--- src/rtl/dispatch_demux1x4.sv ---
`default_nettype none
// ============================================================================
// Module      : dispatch_demux1x4
// Description : 1-to-4 dispatch demultiplexer with one-entry registered
//               holding slot per output port and per-port delivery counters.
//               A word on indata is steered to the port selected by control.
//               Each port slot is an EMPTY/FULL state machine. A FULL slot
//               whose consumer is ready can be refilled in the same cycle,
//               so a port can stream one word per cycle with no bubble.
// Ports       : clk        - single clock, rising edge
//               reset_n    - synchronous active-low reset
//               indata     - input word (WIDTH)
//               control    - destination select, 0..3 -> out1..out4
//               in_valid   - indata/control valid
//               in_ready   - selected port can take the word this cycle
//               out1..out4 - per-port registered data (WIDTH)
//               out_valid  - bit k-1 set when outk holds an undelivered word
//               out_ready  - bit k-1 set when consumer of outk accepts
//               cnt1..cnt4 - per-port delivered-word counters (CNTW, wrap)
//               busy       - any port holds an undelivered word
// Revision    : 1.0 - initial release
// ============================================================================
module dispatch_demux1x4 #(
    parameter int WIDTH = 32,
    parameter int CNTW  = 8
) (
    input  logic             clk,
    input  logic             reset_n,
    input  logic [WIDTH-1:0] indata,
    input  logic [1:0]       control,
    input  logic             in_valid,
    output logic             in_ready,
    output logic [WIDTH-1:0] out1,
    output logic [WIDTH-1:0] out2,
    output logic [WIDTH-1:0] out3,
    output logic [WIDTH-1:0] out4,
    output logic [3:0]       out_valid,
    input  logic [3:0]       out_ready,
    output logic [CNTW-1:0]  cnt1,
    output logic [CNTW-1:0]  cnt2,
    output logic [CNTW-1:0]  cnt3,
    output logic [CNTW-1:0]  cnt4,
    output logic             busy
);

    localparam logic [0:0] ST_EMPTY = 1'b0;
    localparam logic [0:0] ST_FULL  = 1'b1;

    logic [3:0]       w_full;
    logic             w_in_fire;
    logic [WIDTH-1:0] w_dout [4];
    logic [CNTW-1:0]  w_cnt  [4];

    // The selected slot can take a word if it is empty, or if it is full but
    // its word leaves this very cycle. Deliberately independent of in_valid.
    assign in_ready  = ~w_full[control] | out_ready[control];
    assign w_in_fire = in_valid & in_ready;

    generate
        for (genvar k = 0; k < 4; k++) begin : g_port
            logic [0:0]       r_state;
            logic [0:0]       w_state_nxt;
            logic             w_valid;
            logic             w_load;
            logic             w_pfire;
            logic [WIDTH-1:0] r_data;
            logic [CNTW-1:0]  r_cnt;

            // Only the port named by control is ever written.
            assign w_load  = w_in_fire & (control == 2'(k));
            assign w_pfire = w_valid & out_ready[k];

            // State register
            always_ff @(posedge clk) begin
                if (!reset_n) begin
                    r_state <= ST_EMPTY;
                end else begin
                    r_state <= w_state_nxt;
                end
            end

            // Next-state logic: a load wins over a drain, so a simultaneous
            // drain and refill keeps the slot FULL with the new word.
            always_comb begin
                w_state_nxt = r_state;
                case (r_state)
                    ST_EMPTY: begin
                        if (w_load) begin
                            w_state_nxt = ST_FULL;
                        end
                    end
                    ST_FULL: begin
                        if (w_pfire && !w_load) begin
                            w_state_nxt = ST_EMPTY;
                        end
                    end
                    default: w_state_nxt = ST_EMPTY;
                endcase
            end

            // Output logic
            always_comb begin
                w_valid = (r_state == ST_FULL);
            end

            // Data is only written on a load; a drain leaves the last word
            // visible on the port.
            always_ff @(posedge clk) begin
                if (!reset_n) begin
                    r_data <= '0;
                end else if (w_load) begin
                    r_data <= indata;
                end
            end

            // Delivered-word counter, free-running wrap.
            always_ff @(posedge clk) begin
                if (!reset_n) begin
                    r_cnt <= '0;
                end else if (w_pfire) begin
                    r_cnt <= r_cnt + CNTW'(1);
                end
            end

            assign w_full[k]    = w_valid;
            assign out_valid[k] = w_valid;
            assign w_dout[k]    = r_data;
            assign w_cnt[k]     = r_cnt;
        end
    endgenerate

    assign out1 = w_dout[0];
    assign out2 = w_dout[1];
    assign out3 = w_dout[2];
    assign out4 = w_dout[3];

    assign cnt1 = w_cnt[0];
    assign cnt2 = w_cnt[1];
    assign cnt3 = w_cnt[2];
    assign cnt4 = w_cnt[3];

    assign busy = |out_valid;

endmodule
`default_nettype wire

--- config.mk ---
export PLATFORM = sky130hd
export DESIGN_NAME = dispatch_demux1x4
export DESIGN_NICKNAME = d
export VERILOG_FILES = /design/src/rtl/dispatch_demux1x4.sv
export SDC_FILE = /design/constraint.sdc
export NUM_CORES = 1
export LEC_CHECK = 0
export ABC_AREA = 1
export CORE_MARGIN = 2
export CORE_UTILIZATION = 40
export CTS_CLUSTER_DIAMETER = 40
export DETAILED_ROUTE_END_ITERATION = 8
export PLACE_DENSITY = 0.67
export REMOVE_ABC_BUFFERS = 1
export SLEW_MARGIN = 20
export SYNTH_ARGS = -nofsm -noshare
export SYNTH_HDL_FRONTEND = slang
export SYNTH_SLANG_ARGS = --single-unit
--- constraint.sdc ---
create_clock -name clk -period 1.7 [get_ports clk]
set_clock_uncertainty 0.1 [all_clocks]
set_input_delay 0.255 -clock clk [delete_from_list [all_inputs] [get_ports clk]]
set_output_delay 0.255 -clock clk [all_outputs]
set_load 0.01 [all_outputs]
==> impl_metrics.prom <==
# TYPE chip_impl_metric gauge
chip_impl_metric{name="cp_num_buf_inv",unit=""} 1
chip_impl_metric{name="start_util",unit="%"} 40.4
chip_impl_metric{name="clkSlewWorstSetupHoldPaths",unit="ps"} 70
chip_impl_info{name="cts_root_buf",value="sky130_fd_sc_hd__clkbuf_16"} 1
chip_impl_metric{name="drt.antenna.violating_nets",unit=""} 0
chip_impl_info{name="critical_path.top_delay_family",value="simple AND/OR/NAND/NOR gates"} 1
chip_impl_metric{name="syn2layout_area_growth",unit="%"} 47.2
chip_impl_metric{name="finalSetupViolations",unit=""} 1
chip_impl_metric{name="clock_sink_count",unit=""} 164
chip_impl_metric{name="number_of_warnings_reported_in_the_yosys_synthesis_log",unit=""} 0
chip_impl_metric{name="std_cell_rows",unit=""} 52
chip_impl_metric{name="fin_crit_sh",unit="%"} 106
chip_impl_metric{name="cts_hold_buffers",unit=""} 0
chip_impl_info{name="worstSetupEndpointType",value="output port"} 1
chip_impl_metric{name="chipHeight",unit="um"} 146
chip_impl_info{name="outcome",value="complete, but fails checks"} 1
chip_impl_metric{name="cts-buffers-inserted",unit=""} 17
chip_impl_metric{name="wp_data_arrival",unit="ps"} 1440
chip_impl_metric{name="worstPathRequired",unit="ps"} 1340
chip_impl_metric{name="detail_route.vias_per_cell",unit=""} 4.62
chip_impl_metric{name="final-hold-violation-count",unit=""} 0
chip_impl_info{name="critPathSlowestCell",value="sky130_fd_sc_hd__or4_4"} 1
chip_impl_metric{name="reg2reg_depth",unit=""} 12
chip_impl_metric{name="cts.htree.levels",unit=""} 4
chip_impl_info{name="failed_checks",value="setup timing"} 1
chip_impl_metric{name="worst-slew-pin-transition",unit="ps"} 490
chip_impl_metric{name="yosysSeqAreaShare",unit="%"} 40.6
chip_impl_metric{name="grt_first_pass_wirelength",unit="um"} 37000
chip_impl_metric{name="fillers",unit=""} 1898
chip_impl_metric{name="min_path_cells",unit=""} 4
chip_impl_metric{name="synth.ff_latch_count",unit=""} 164
chip_impl_metric{name="n_antenna_cell",unit=""} 0
chip_impl_metric{name="clock_latency",unit="ps"} 430
chip_impl_metric{name="dr.first_iter.drc_count",unit=""} 463
chip_impl_metric{name="detailedRoute.firstPassIterationCount",unit=""} 6
chip_impl_metric{name="synth.cell_area",unit="sq um"} 8090
chip_impl_metric{name="floorplan.die.width",unit="um"} 146
chip_impl_info{name="cp-start-kind",value="flip-flop"} 1
chip_impl_metric{name="clock_tree.buffer_depth",unit=""} 2
chip_impl_metric{name="r2r_setup_slack",unit="ps"} 0
chip_impl_metric{name="power.leakage",unit="nW"} 6.90
chip_impl_metric{name="io_buffers",unit=""} 206
chip_impl_metric{name="cap_violations",unit=""} 0
chip_impl_metric{name="num_vias",unit=""} 8194
chip_impl_info{name="critical_path_cell_by_cell",value="or4_4, buf_6"} 1
chip_impl_metric{name="crit_fanout",unit=""} 3
chip_impl_metric{name="remaining_drc_errors",unit=""} 0
chip_impl_metric{name="antenna_violations_before_repair",unit=""} 0
chip_impl_metric{name="stages_on_the_worst_setup_path",unit=""} 2
chip_impl_metric{name="finalNetCount",unit=""} 1535
chip_impl_metric{name="grt.total_usage",unit="%"} 21.3
chip_impl_metric{name="max_clock_freq",unit="MHz"} 556
chip_impl_metric{name="final.min_clock_period",unit="ps"} 1800
chip_impl_metric{name="fin_util",unit="%"} 59.4
chip_impl_info{name="rsz0062_at_grt",value="true"} 1
chip_impl_metric{name="grt.overflow.total",unit=""} 0
chip_impl_metric{name="first_global_vias",unit=""} 7237
chip_impl_metric{name="timing.slew.headroom",unit="%"} 67.4
chip_impl_metric{name="post-route-worst-setup-slack",unit="ps"} -97.5
chip_impl_info{name="critical_path_class",value="reg2out"} 1
chip_impl_metric{name="finalWeightedCongestion",unit=""} 0.804
chip_impl_metric{name="yosysUniqueCellTypes",unit=""} 26
chip_impl_metric{name="grt_max_degree",unit=""} 93
chip_impl_info{name="tritoncts_clock_tree",value="built"} 1
chip_impl_metric{name="synth_area_per_cell",unit="sq um"} 6.35
chip_impl_metric{name="dp_hpwl",unit="um"} 15100
chip_impl_metric{name="route.final.wire_length",unit="um"} 24500
chip_impl_metric{name="area_enclosed_by_the_die_boundary",unit="sq um"} 21400
chip_impl_metric{name="timing_max_transition_violations_final",unit=""} 0
chip_impl_metric{name="power_per_cell_area",unit="nW/um^2"} 814
chip_impl_metric{name="postSynthCellCount",unit=""} 1273
chip_impl_metric{name="boundaryPins",unit=""} 207
chip_impl_metric{name="vdd.ir_drop.worst",unit="mV"} 0.683
chip_impl_metric{name="dp_worst_setup_slack",unit="ps"} -563
chip_impl_metric{name="placeableCoreArea",unit="sq um"} 20000
chip_impl_metric{name="crit_path_max_incr_delay",unit="ps"} 550
chip_impl_metric{name="detail_route.wl_per_cell",unit="um"} 13.8
chip_impl_metric{name="drive_above_1_share",unit="%"} 13.8
chip_impl_info{name="min_path_type",value="in2reg"} 1
-- tightest hold or removal path: cells and delay by family --
| family | cells | cell delay (ps) |
|---|---|---|
| buffers and inverters | 3 | 380 |
| AO/OA/AOI/OAI | 1 | 50 |
-- synth_stat cells (all sizes together) --
cell,number,area (sq um)
clkbuf,28,106
nor2,166,642
o21bai,1,7.51
nand3,18,110
nor3,3,15.0
nand3b,3,22.5
buf,49,317
ha,4,50.1
o21a,1,7.51
o21ai,19,95.1
nand4,129,807
nand2,331,1250
a21boi,1,7.51
dfxtp,164,3280
inv,334,1250
or4,1,7.51
a21oi,21,105
-- area by class of cell --
class | instances | area, sq um | share of cell area [%]
multi-input cells | 698 | 3410 | 28.6
flip-flops and latches | 164 | 3290 | 27.7
repair buffers | 275 | 3020 | 25.3
inverters | 334 | 1250 | 10.5
clock buffers | 17 | 425 | 3.57
well taps | 270 | 338 | 2.84
clock inverters | 15 | 170 | 1.43
-- layout by cell type, fill, tap and decap left out, drive strengths merged --
master / Yosys / routed
clkinv: 0 / 3
o21bai: 1 / 1
nand3: 18 / 18
clkinvlp: 0 / 4
dlymetal6s2s: 0 / 64
nand4: 129 / 129
nand2: 331 / 331
bufinv: 0 / 2
o21a: 1 / 1
clkdlybuf4s50: 0 / 73
nor3: 3 / 3
buf: 49 / 67
ha: 4 / 4
o21ai: 19 / 19
nand3b: 3 / 3
nor2: 166 / 166
or4: 1 / 1
clkbuf: 28 / 23
a21oi: 21 / 21
a21boi: 1 / 1
inv: 334 / 340
dlygate4sd2: 0 / 65
dfxtp: 164 / 164
-- flip-flops by register name, summed over array words and instances (netlist names), 8 cells and up --
name  count
out1     32
out2     32
out3     32
out4     32
cnt1      8
cnt2      8
cnt3      8
cnt4      8
-- final timing paths --
| path | start | to |
|---|---|---|
| worst min register to register | cnt4[2] | cnt4[2] |
| worst max-delay path | g_port[0].r_state | busy |
| worst min-delay path | reset_n | g_port[1].r_state |
| worst max register to register | g_port[3].r_state | out4[0] |
-- what timing repair did --
| item | CTS | global route |
|---|---|---|
| pin swaps | 3 | 78 |
| setup buffers | 5 | 2 |
| resized for setup | 90 | 178 |
| endpoints found under the setup margin | 175 | 151 |
| gates cloned | 2 | 7 |
-- per-stage QoR --
step                power (mW)  area (sq um)  setup TNS [ps]  hold slack [ps]  instances
floorplan                 4.85          7660          -99860              276       1196
global placement          5.69         10600          -59040              363       1726
detailed placement        5.70         10600          -63320              366       1726
CTS                       9.64         11300            -110              198       1765
global route              10.1         11900           -1110              215       1773
finish                    9.68         11900           -97.5              201       1773
-- metal layers --
metal / vias up / track usage [%] / share of wire, %
met2: 271 / 33.8 / 46
li1: 4222 / - / -
met1: 3681 / 28.1 / 45
met4: 0 / 5.39 / 1.3
met5: - / 0 / 0
met3: 20 / 6.78 / 8.1
-- logic make-up after synthesis --
logic type / after synthesis / share of synthesized area, %
simple gates: 651 / 35.3
buf+inv: 411 / 20.7
flops: 164 / 40.6
compound gates: 43 / 2.75
fa+ha+maj: 4 / 0.619
-- report_power, final --
group          total, mW  switching [mW]  internal (mW)
registers           4.12           0.101           4.02
logic               1.61           0.880          0.735
clock network       3.95            1.75           2.20
No activity file was read; power rests on OpenSTA's default activity.
